--- config.mk ---
export PLATFORM = sky130hd
export DESIGN_NAME = lsu_mem_port
export DESIGN_NICKNAME = d
export VERILOG_FILES = /design/src/rtl/lsu_pkg.sv /design/src/rtl/lsu_lane.sv /design/src/rtl/lsu_mem_port.sv
export SDC_FILE = /design/constraint.sdc
export NUM_CORES = 1
export LEC_CHECK = 0
export CAP_MARGIN = 30
export CORE_MARGIN = 2
export CORE_UTILIZATION = 47
export CTS_CLUSTER_SIZE = 14
export DETAILED_ROUTE_END_ITERATION = 16
export PLACE_DENSITY_LB_ADDON = 0.12
export SLEW_MARGIN = 20
export SYNTH_ARGS = -nofsm -noshare
export SYNTH_HDL_FRONTEND = slang
export SYNTH_SLANG_ARGS = --single-unit
--- constraint.sdc ---
create_clock -name clk -period 2.8 [get_ports clk]
set_clock_uncertainty 0.15 [all_clocks]
set_input_delay 0.7 -clock clk [delete_from_list [all_inputs] [get_ports clk]]
set_output_delay 0.7 -clock clk [all_outputs]
set_load 0.01 [all_outputs]
--- src/rtl/lsu_pkg.sv ---
// Shared constants and types for the load/store memory port.
package lsu_pkg;

    localparam logic [2:0] F3_B  = 3'b000;
    localparam logic [2:0] F3_H  = 3'b001;
    localparam logic [2:0] F3_W  = 3'b010;
    localparam logic [2:0] F3_BU = 3'b100;
    localparam logic [2:0] F3_HU = 3'b101;

    localparam logic [3:0] MASK_B = 4'b0001;
    localparam logic [3:0] MASK_H = 4'b0011;
    localparam logic [3:0] MASK_W = 4'b1111;

    typedef enum logic [1:0] {
        ST_IDLE  = 2'd0,
        ST_ISSUE = 2'd1,
        ST_WAIT  = 2'd2
    } lsu_state_e;

endpackage

--- src/rtl/lsu_lane.sv ---
// Byte-lane steering: store shift/mask plus legality check on the request side,
// lane extraction and sign/zero extension on the load-return side.
module lsu_lane
    import lsu_pkg::*;
(
    input  logic [2:0]  i_st_funct3,
    input  logic        i_st_we,
    input  logic [1:0]  i_st_addr_lo,
    input  logic [31:0] i_st_wdata,
    output logic        o_illegal,
    output logic [3:0]  o_st_mask,
    output logic [31:0] o_st_data,
    input  logic [2:0]  i_ld_funct3,
    input  logic [1:0]  i_ld_addr_lo,
    input  logic [31:0] i_ld_word,
    output logic [31:0] o_ld_data
);

    logic [3:0]  base_mask;
    logic [31:0] ld_lane;

    always_comb begin
        o_illegal = 1'b0;
        base_mask = 4'b0000;
        case (i_st_funct3)
            F3_B: base_mask = MASK_B;
            F3_H: begin
                base_mask = MASK_H;
                o_illegal = i_st_addr_lo[0];
            end
            F3_W: begin
                base_mask = MASK_W;
                o_illegal = |i_st_addr_lo;
            end
            // Unsigned variants only exist for loads.
            F3_BU: begin
                base_mask = MASK_B;
                o_illegal = i_st_we;
            end
            F3_HU: begin
                base_mask = MASK_H;
                o_illegal = i_st_we | i_st_addr_lo[0];
            end
            default: o_illegal = 1'b1;
        endcase
        o_st_mask = i_st_we ? (base_mask << i_st_addr_lo) : 4'b0000;
        o_st_data = i_st_wdata << {i_st_addr_lo, 3'b000};
    end

    always_comb begin
        ld_lane = i_ld_word >> {i_ld_addr_lo, 3'b000};
        case (i_ld_funct3)
            F3_B:    o_ld_data = {{24{ld_lane[7]}}, ld_lane[7:0]};
            F3_H:    o_ld_data = {{16{ld_lane[15]}}, ld_lane[15:0]};
            F3_BU:   o_ld_data = {24'h0, ld_lane[7:0]};
            F3_HU:   o_ld_data = {16'h0, ld_lane[15:0]};
            default: o_ld_data = ld_lane;
        endcase
    end

endmodule

--- src/rtl/lsu_mem_port.sv ---
// Single-outstanding load/store port between the core and a word-wide memory.
// state    | meaning
// IDLE     | accept a request; illegal/misaligned ones pulse o_err and stay here
// ISSUE    | one-cycle o_mem_rd or o_mem_wr strobe, timer loaded
// WAIT     | wait for the matching memory valid or timer terminal count
module lsu_mem_port
    import lsu_pkg::*;
#(
    parameter int TIMEOUT = 16
) (
    input  logic        clk,
    input  logic        rst,
    input  logic        i_req,
    input  logic        i_we,
    input  logic [2:0]  i_funct3,
    input  logic [31:0] i_addr,
    input  logic [31:0] i_wdata,
    output logic        o_busy,
    output logic        o_done,
    output logic [31:0] o_rdata,
    output logic        o_err,
    output logic        o_mem_rd,
    output logic        o_mem_wr,
    output logic [31:0] o_mem_addr,
    output logic [3:0]  o_mem_wrmask,
    output logic [31:0] o_mem_data,
    input  logic        i_mem_rd_valid,
    input  logic        i_mem_wr_valid,
    input  logic [31:0] i_mem_data
);

    localparam int TW = (TIMEOUT > 1) ? $clog2(TIMEOUT) : 1;
    localparam logic [TW-1:0] TMR_LOAD = TW'(TIMEOUT - 1);

    lsu_state_e  state_q, state_d;
    logic [TW-1:0] tmr_q, tmr_d;
    logic        busy_q, busy_d;
    logic        done_q, done_d;
    logic        err_q, err_d;
    logic        mem_rd_q, mem_rd_d;
    logic        mem_wr_q, mem_wr_d;
    logic [31:0] mem_addr_q, mem_addr_d;
    logic [3:0]  mem_wrmask_q, mem_wrmask_d;
    logic [31:0] mem_data_q, mem_data_d;
    logic [31:0] rdata_q, rdata_d;
    logic        we_q, we_d;
    logic [2:0]  funct3_q, funct3_d;
    logic [1:0]  addr_lo_q, addr_lo_d;

    logic        illegal;
    logic [3:0]  st_mask;
    logic [31:0] st_data;
    logic [31:0] ld_data;
    logic        valid_hit;

    lsu_lane u_lane (
        .i_st_funct3  (i_funct3),
        .i_st_we      (i_we),
        .i_st_addr_lo (i_addr[1:0]),
        .i_st_wdata   (i_wdata),
        .o_illegal    (illegal),
        .o_st_mask    (st_mask),
        .o_st_data    (st_data),
        .i_ld_funct3  (funct3_q),
        .i_ld_addr_lo (addr_lo_q),
        .i_ld_word    (i_mem_data),
        .o_ld_data    (ld_data)
    );

    assign valid_hit = we_q ? i_mem_wr_valid : i_mem_rd_valid;

    always_comb begin
        state_d      = state_q;
        tmr_d        = tmr_q;
        done_d       = 1'b0;
        err_d        = 1'b0;
        mem_rd_d     = 1'b0;
        mem_wr_d     = 1'b0;
        mem_addr_d   = mem_addr_q;
        mem_wrmask_d = mem_wrmask_q;
        mem_data_d   = mem_data_q;
        rdata_d      = rdata_q;
        we_d         = we_q;
        funct3_d     = funct3_q;
        addr_lo_d    = addr_lo_q;
        case (state_q)
            ST_IDLE: begin
                if (i_req) begin
                    if (illegal) begin
                        err_d = 1'b1;
                    end else begin
                        state_d      = ST_ISSUE;
                        mem_rd_d     = ~i_we;
                        mem_wr_d     = i_we;
                        mem_addr_d   = {i_addr[31:2], 2'b00};
                        mem_wrmask_d = st_mask;
                        mem_data_d   = i_we ? st_data : 32'h0;
                        we_d         = i_we;
                        funct3_d     = i_funct3;
                        addr_lo_d    = i_addr[1:0];
                    end
                end
            end
            ST_ISSUE: begin
                state_d = ST_WAIT;
                tmr_d   = TMR_LOAD;
            end
            ST_WAIT: begin
                // A valid on the terminal-count cycle still wins over the timeout.
                if (valid_hit) begin
                    state_d = ST_IDLE;
                    done_d  = 1'b1;
                    if (!we_q) begin
                        rdata_d = ld_data;
                    end
                end else if (tmr_q == '0) begin
                    state_d = ST_IDLE;
                    err_d   = 1'b1;
                end else begin
                    tmr_d = tmr_q - 1'b1;
                end
            end
            default: state_d = ST_IDLE;
        endcase
        busy_d = (state_d != ST_IDLE);
    end

    always_ff @(posedge clk) begin
        if (rst) begin
            state_q      <= ST_IDLE;
            tmr_q        <= '0;
            busy_q       <= 1'b0;
            done_q       <= 1'b0;
            err_q        <= 1'b0;
            mem_rd_q     <= 1'b0;
            mem_wr_q     <= 1'b0;
            mem_addr_q   <= 32'h0;
            mem_wrmask_q <= 4'b0000;
            mem_data_q   <= 32'h0;
            rdata_q      <= 32'h0;
            we_q         <= 1'b0;
            funct3_q     <= 3'b000;
            addr_lo_q    <= 2'b00;
        end else begin
            state_q      <= state_d;
            tmr_q        <= tmr_d;
            busy_q       <= busy_d;
            done_q       <= done_d;
            err_q        <= err_d;
            mem_rd_q     <= mem_rd_d;
            mem_wr_q     <= mem_wr_d;
            mem_addr_q   <= mem_addr_d;
            mem_wrmask_q <= mem_wrmask_d;
            mem_data_q   <= mem_data_d;
            rdata_q      <= rdata_d;
            we_q         <= we_d;
            funct3_q     <= funct3_d;
            addr_lo_q    <= addr_lo_d;
        end
    end

    assign o_busy       = busy_q;
    assign o_done       = done_q;
    assign o_err        = err_q;
    assign o_rdata      = rdata_q;
    assign o_mem_rd     = mem_rd_q;
    assign o_mem_wr     = mem_wr_q;
    assign o_mem_addr   = mem_addr_q;
    assign o_mem_wrmask = mem_wrmask_q;
    assign o_mem_data   = mem_data_q;

endmodule

# Yosys cells after proc, flatten, opt, wreduce, memory -nomap -nowiden

Cells that the tools add are included.

$add $sub $neg: 1
Equality and inequality tests: 11
Shift operators: 3
Muxes and demuxes: 20
Bitwise operators: 7
Reduce and logical (&&, ||, !) cells: 14

Operators with widths:

| kind                                                                   | count |
|---|---|
| 32-bit one-hot mux with 4 select lines                                 | 1 |
| 32-bit two-way mux                                                     | 1 |
| 32-bit by 5-bit << shifter with 32-bit output                          | 1 |
| 32-bit by 5-bit >> shifter with 32-bit output                          | 1 |
| 3-bit equality test (second input constant)                            | 4 |
| 4-bit two-way mux                                                      | 3 |
| 4-bit one-hot mux with 3 select lines                                  | 1 |
| 3-bit AND reduction                                                    | 3 |
| 2-bit two-way mux                                                      | 4 |
| 4-bit one-hot mux with 2 select lines                                  | 1 |
| 2-bit OR reduction                                                     | 4 |
| 3-bit by 1-bit equality test with 1-bit output (second input constant) | 2 |
| 3-bit logical NOT                                                      | 2 |
| 1-bit two-way mux                                                      | 6 |
| 1-bit inverter                                                         | 6 |
| 2-bit one-hot mux with 3 select lines                                  | 1 |
| 1-bit one-hot mux with 5 select lines                                  | 1 |
| 4-bit logical NOT                                                      | 1 |
| 2-bit inequality test (second input constant)                          | 2 |
| 2-bit nonzero test                                                     | 2 |
| 4-bit OR reduction                                                     | 1 |
| 4-bit by 2-bit << shifter with 4-bit output                            | 1 |
| 4-bit by 1-bit subtractor with 4-bit output (second input constant)    | 1 |
| 3-bit by 2-bit equality test with 1-bit output (second input constant) | 1 |
| 5 further kinds                                                        | 5 |

Flip-flop bits (word level): 115
Input bits: 105

# Longest topological paths before layout

Gate-level depths: netlist of run 1.

Word-level depth: 6
Mapped depth: 6
Depth with buffers taken out: 6

# Modules after synthesis

From an unflattened synthesis of run 1, not the netlist that was laid out.

Cells, all modules: 650
Area, all modules: 5405.2 µm²

Modules (own cells, without submodules):

| module       | times used | cells an instance | area an instance (µm²) | seq. area each (µm²) |
|---|---|---|---|---|
| lsu_mem_port | 1          | 435               | 3935.0                 | 2302.2 |
| lsu_lane     | 1          | 215               | 1470.2                 | 0.0 |

# Worst setup path after synthesis of run 1

No wires, ideal clock.

Path type: input -> register
Start point: input port i_addr[1]
End point: register mem_data_q[7], in the netlist o_mem_data[7]
Library setup time: 0.117 ns
Arrival: 1.713 ns
Data required time: 2.533 ns
Path slack: 0.820 ns
Stages: 5
Path through: nor4_4 o21a_2 nor2_2 buf_4 a22o_1

Cells in the longest elaborated chain, start to end: 4
Elaborated cells between the ends (all ways): 6
Those cells by class: 1 x shift; 2 x mux; 1 x bitwise; 2 x reduce/logical

RTL lines:

| element                                                                               | line                | RTL |
|---|---|---|
| start: declaration                                                                    | lsu_mem_port.sv:16  | `input logic [31:0] i_addr,` |
| branches (longest 4 deep; another with 32-bit by 5-bit << shifter with 32-bit output) | n/a                 |  |
| end signal: assignment                                                                | lsu_mem_port.sv:154 | `mem_data_q <= mem_data_d;` |
| end: declaration                                                                      | lsu_mem_port.sv:44  | `logic [31:0] mem_data_q, mem_data_d;` |

Several ways; the timed one is not identified.
A chain may end at the register's enable or synchronous reset.

# Worst setup path after layout of run 1

Start point: register mem_data_q[23], in the netlist o_mem_data[23]
End point: output port o_mem_data[23]

RTL lines:

| element          | line               | RTL |
|---|---|---|
| end: declaration | lsu_mem_port.sv:26 | `output logic [31:0] o_mem_data,` |

No word-level cell between the ends.

==> flow_summary.ini, run 1 <==
[run_status]
outcome = completed

[route]
via_count = 5157
drt_wl_total_um = 15850
drt_iter0_drc = 301
drtAntennaViolNets = 0
drc = 0
wire_per_inst_um = 16.60
routed_via_density = 5.400
drt-pass1-iter-count = 5

[timing]
final-hold-violation-count = 0
maxSlewHeadroom = 0.5260
min_period_ns = 2.287
slew_viol_final = 0
rsz0062_at_grt = no
tightest_slew_ns = 0.7102
setup_viol = 0
fin_tns_setup_ns = 0
period_share = 0.8166
max_freq_mhz = 437.3

[critical_path]
cpPeakStageDelay_ns = 0.60
slowest_stage = clkdlybuf4s50_1
crit_path_end_kind = output pin
crit_path_cell_trace = clkdlybuf4s50_1
timing.critical_path.from = o_mem_data[23]
start_kind = register
reg2reg_to = o_rdata[31]
r2r-start = addr_lo_q[1]
crit_type = reg2out
crit_cells = 1
crit_fanout = 2
cp.buffers_inverters = 1
cp-endpoint = o_mem_data[23]
ff2ff_path_depth = 5
worst_path_dominant_cell_family = buffers and inverters
worst-endpoint-required_ns = 1.95
critPathArrivalTime_ns = 1.44
ff2ff_setup_slack_ns = 0.64

[logic_synthesis]
ys_seq_elements = 115
synth_warnings = 0
syn-mean-instance-area_um2 = 8.647
synth_area_um2 = 5249
synthCells = 607
synth-main-ff-cell = dfxtp_1
async_flop_share = 0
seq_area_frac_synth = 0.4386
synth_edf_count = 0
ys_types = 52

[power]
swShare = 0.2646
p_leak_nw = 2.817
intPower_mw = 3.206
vdd_ir_drop_max_mv = 0.4286
p_sw_mw = 1.153
p_clk_frac = 0.468
p_per_area_nw_per_um2 = 547.3
total_power_mw = 4.359
seq_power_share = 0.394
comb_power_share = 0.139

[global_routing]
grt_max_degree = 73
antenna_found_initial = 0
grtUsageTotal = 0.2619
grt.overflow.total = 0
grt_pass1_wl_um = 24660
grt_pass1_vias = 4984

[job]
cap_violations = 0

[worst_hold_path]
hp-class = reg2reg

[die]
die_w_um = 109.7
dieArea_um2 = 12030
core_area_um2 = 10890
rows = 38
pin_count = 210
die_h_um = 109.7
start_util = 0.4821

[cells_and_area]
fin_nets = 908
drive_above_1_share = 0.1043
n_fill_cell = 859
synthToLayoutAreaGrowth_pct = 51.75
antenna-diode-count = 0

[cts]
clk_latency_ns = 0.50
cts_hold_buf = 0
cts_buffers = 17
cts.repair.resized = 0
cts.clk_slew.worst_paths_ns = 0.06
clock_path_buffers = 2
clockRootBuffer = clkbuf_8
cts.htree.levels = 4
postCtsSetupBuffers = 0
cts.sinks = 115
tritoncts = yes

[place]
finalWeightedCongestion = 0.8963
io_buffers = 207
detailed_place_hpwl_um = 11520
## cell families (layout without fill, tap and decap cells)
logic type,count (synthesis),after routing,synth area share
flops,115,115,0.4386
fa+ha+maj,1,1,0.002383
mux,51,51,0.1020
compound gates,148,148,0.1957
buf+inv,54,261,0.05506
simple gates,236,236,0.2038
xor+xnor,1,1,0.001669
other cells,1,2,0.0007145
## per-stage QoR
| stage | std cells | setup WS (ns) | hold WS (ns) | area (um^2) | util |
|---|---|---|---|---|---|
| 2_1_floorplan | 608 | 0.8200 | 0.3004 | 5253 | - |
| 3_3_place_gp | 923 | 0.1024 | 0.2877 | 7405 | 0.6801 |
| 3_5_place_dp | 923 | 0.04116 | 0.2984 | 7405 | 0.6801 |
| 4_1_cts | 955 | 0.4949 | 0.3069 | 7965 | 0.7316 |
| 5_1_grt | 955 | 0.4536 | 0.3238 | 7965 | 0.7316 |
| 6_report | 955 | 0.5134 | 0.3051 | 7965 | 0.7316 |
## how the worst min path moves through the flow
stage	from	end	slack, ns	cells after the start
after floorplan	funct3_q[2]	funct3_q[2]	0.30	2
after global placement	o_mem_wrmask[0]	o_mem_wrmask[0]	0.29	1
after detailed placement	o_mem_addr[16]	o_mem_addr[16]	0.30	2
after CTS	o_mem_addr[15]	o_mem_addr[15]	0.31	2
after global routing	o_mem_wrmask[0]	o_mem_wrmask[0]	0.32	1
final	o_mem_addr[16]	o_mem_addr[16]	0.31	2
## power by group through the flow
| stage | logic, mW | clock network [mW] | registers, mW |
|---|---|---|---|
| after floorplan | 0.271 | 0 | 1.76 |
| after global placement | 0.587 | 0 | 1.75 |
| after detailed placement | 0.599 | 0 | 1.75 |
| after CTS | 0.604 | 2.07 | 1.72 |
| after global routing | 0.651 | 2.15 | 1.72 |
| final | 0.604 | 2.04 | 1.72 |
## cell usage after synthesis (8+ instances only)
library cell	instances	share of area
nor2_1	31	0.022
nand2_1	142	0.10
clkbuf_1	21	0.015
dfxtp_1	115	0.44
buf_4	9	0.013
a21oi_1	74	0.071
buf_2	12	0.011
nand3_1	9	0.0086
o21ai_0	8	0.0076
nand4_1	10	0.012
mux2_2	10	0.021
mux2i_1	40	0.076
nor3_1	13	0.012
o2bb2ai_1	15	0.025
a211oi_1	10	0.014
a22o_1	8	0.013
a211oi_2	10	0.024
nand3b_1	8	0.011
## registers in the layout, indices dropped and copies added (netlist names), 2 cells and up
register      count
tmr_q             4
state_q           2
o_rdata          32
o_mem_wrmask      4
o_mem_data       32
addr_lo_q         2
o_mem_addr       30
funct3_q          3
## cells in the final DEF, fill, tap and decap left out, types with 8 or more instances in the layout
cell type	Yosys	layout
clkdlybuf4s50_1	0	205
nand2_1	142	142
dfxtp_1	115	115
a21oi_1	74	74
mux2i_1	40	40
nor2_1	31	31
clkbuf_16	0	16
buf_4	9	16
o2bb2ai_1	15	15
nor3_1	13	13
mux2_2	10	10
a211oi_1	10	10
nand4_1	10	10
a211oi_2	10	10
nand3_1	9	9
nand3b_1	8	8
o21ai_0	8	8
a22o_1	8	8
## final cells by class
cell class | instances | area (um^2) | area share
multi-input cells | 439 | 2675 | 0.3358
clock buffers | 18 | 417.9 | 0.05247
well taps | 140 | 175.2 | 0.02199
clock inverters | 14 | 142.6 | 0.01791
inverters | 4 | 15.01 | 0.001885
flip-flops and latches | 115 | 2302 | 0.2890
repair buffers | 225 | 2237 | 0.2809
## metal layers
metal | track usage | wire length [um]
met5 | 0 | 0
met4 | 0.09042 | 304
met3 | 0.08417 | 1342
met2 | 0.4281 | 7688
met1 | 0.3254 | 6518
Power figures use the tool's default switching activity.
==> run 2, diff against run 1 <==
- CORE_UTILIZATION: 47 -> 39
- clock period: 2.8 -> 1.9 ns (I/O delays scaled with it)
==> run 2 against run 1 <==
Against the previous run:
- sequential cell count unchanged
- critical path depth increased by 5
- clock power increased by 59%
- critical endpoint is now o_rdata[31]
- largest power group unchanged
==> flow_summary.ini, run 2 (same netlist as run 1, synthesis figures left out) <==
[place]
io_buffers = 207
finalWeightedCongestion = 0.8808
dp_cells = 986
dpl_cell_area_um2 = 7677
detailed_place_hpwl_um = 12060
dp_slack_ns = -0.5935

[cells_and_area]
final_common_cell = nand2_1
fin_cells = 1023
n_fill_cell = 1124
final_cell_mix = nand2_1 (142), dfxtp_1 (115), dlygate4sd2_1 (100)
regArea_um2 = 2302
drive_above_1_share = 0.1408
final_area_um2 = 8288
multi_input_area_um2 = 2743
fin_util = 0.6283
synthToLayoutAreaGrowth_pct = 57.90
fin_nets = 938

[die]
dieArea_um2 = 14400
die_h_um = 120.0
rows = 42
die_w_um = 120.0
core_area_um2 = 13190
start_util = 0.3979
pin_count = 210

[critical_path]
ff2ff_setup_slack_ns = 0.04
crit_path_cell_trace = clkdlybuf4s50_1, mux2i_1, and3_1, o31a_2, buf_12, a211oi_1
reg2reg_to = o_rdata[15]
cp.buffers_inverters = 2
start_kind = input port
crit_fanout = 16
critPathArrivalTime_ns = 2.05
worst_path_dominant_cell_family = buffers and inverters
crit_type = in2reg
cpPeakStageDelay_ns = 0.54
worst-endpoint-required_ns = 2.07
ff2ff_path_depth = 5
slowest_stage = clkdlybuf4s50_1
crit_path_end_kind = register
r2r-start = addr_lo_q[0]

[timing]
tightest_slew_ns = 0.5681
final-hold-violation-count = 0
fin_tns_setup_ns = 0
max_freq_mhz = 533.0
maxSlewHeadroom = 0.6205
finalWorstSetupSlack_ns = 0.02371
setup_viol = 0
slew_viol_final = 0
fin_hold_ws_ns = 0.2007
min_period_ns = 1.876
period_share = 0.9875

[global_routing]
antenna_found_initial = 3
grt_pass1_vias = 5212
grtUsageTotal = 0.2300
grt_pass1_wl_um = 26140
grt_max_degree = 93
grt.overflow.total = 0

[cts]
cts_hold_buf = 0
cts_buffers = 17
cts.htree.levels = 4
cts.sinks = 115
tritoncts = yes
clock_path_buffers = 2
clockRootBuffer = clkbuf_16
cts.clk_slew.worst_paths_ns = 0.05
clk_latency_ns = 0.41

[route]
via_count = 5258
drt_iter0_drc = 344
wire_per_inst_um = 16.21
drt-pass1-iter-count = 5
routed_via_density = 5.140
drt_wl_total_um = 16590
drc = 0
drtAntennaViolNets = 0

[power]
total_power_mw = 6.704
p_per_area_nw_per_um2 = 808.9
p_leak_nw = 3.555
vdd_ir_drop_max_mv = 0.4952

[worst_hold_path]
hp-class = in2reg
hold_depth = 2
min_to = o_mem_data[29]
hp-start = rst

[run_status]
outcome = completed

[job]
cap_violations = 0
==> run 2: final cells by class <==
cell class,instances,share of cell area
antenna,2,0.0006039
clock buffer,23,0.05767
clock inverter,9,0.01540
inverter,4,0.001812
multi-input combinational,440,0.3309
sequential,115,0.2778
tap,176,0.02657
timing repair buffer,254,0.2893
==> run 2: power by group <==
part	total (mW)	internal, mW	switching (mW)
sequential	2.53	2.48	0.0436
clock	3.25	2.16	1.09
combinational	0.926	0.482	0.444
==> run 2: repair_timing <==
item                                    CTS  global route
endpoints found under the setup margin  137            69
buffers inserted                          1             1
cloned                                    0             1
resized for setup                       105            18
pin swaps                                 1             5
==> run 2: routing by layer <==
metal | routed length (um) | global-route usage | part of all wire | up-vias
met2 | 7799 | 0.3686 | 0.47 | 205
met1 | 7111 | 0.2847 | 0.43 | 2446
li1 | - | - | - | 2575
met4 | 323 | 0.08456 | 0.019 | 2
met3 | 1342 | 0.08032 | 0.081 | 30
met5 | 11 | 0 | 0.00066 | -
==> run 2: worst max path at each step <==
| stage | slack (ns) | cells past startpoint | start | end |
|---|---|---|---|---|
| final | 0.02 | 6 | i_mem_data[15] | o_rdata[31] |
| after floorplan | 0.14 | 5 | i_addr[1] | o_mem_data[7] |
| after global routing | -0.006 | 5 | addr_lo_q[0] | o_rdata[15] |
| after detailed placement | -0.59 | 5 | i_funct3[2] | o_mem_data[3] |
| after CTS | 0.003 | 6 | i_funct3[2] | o_mem_wrmask[1] |
| after global placement | -0.55 | 5 | i_funct3[2] | o_mem_data[7] |
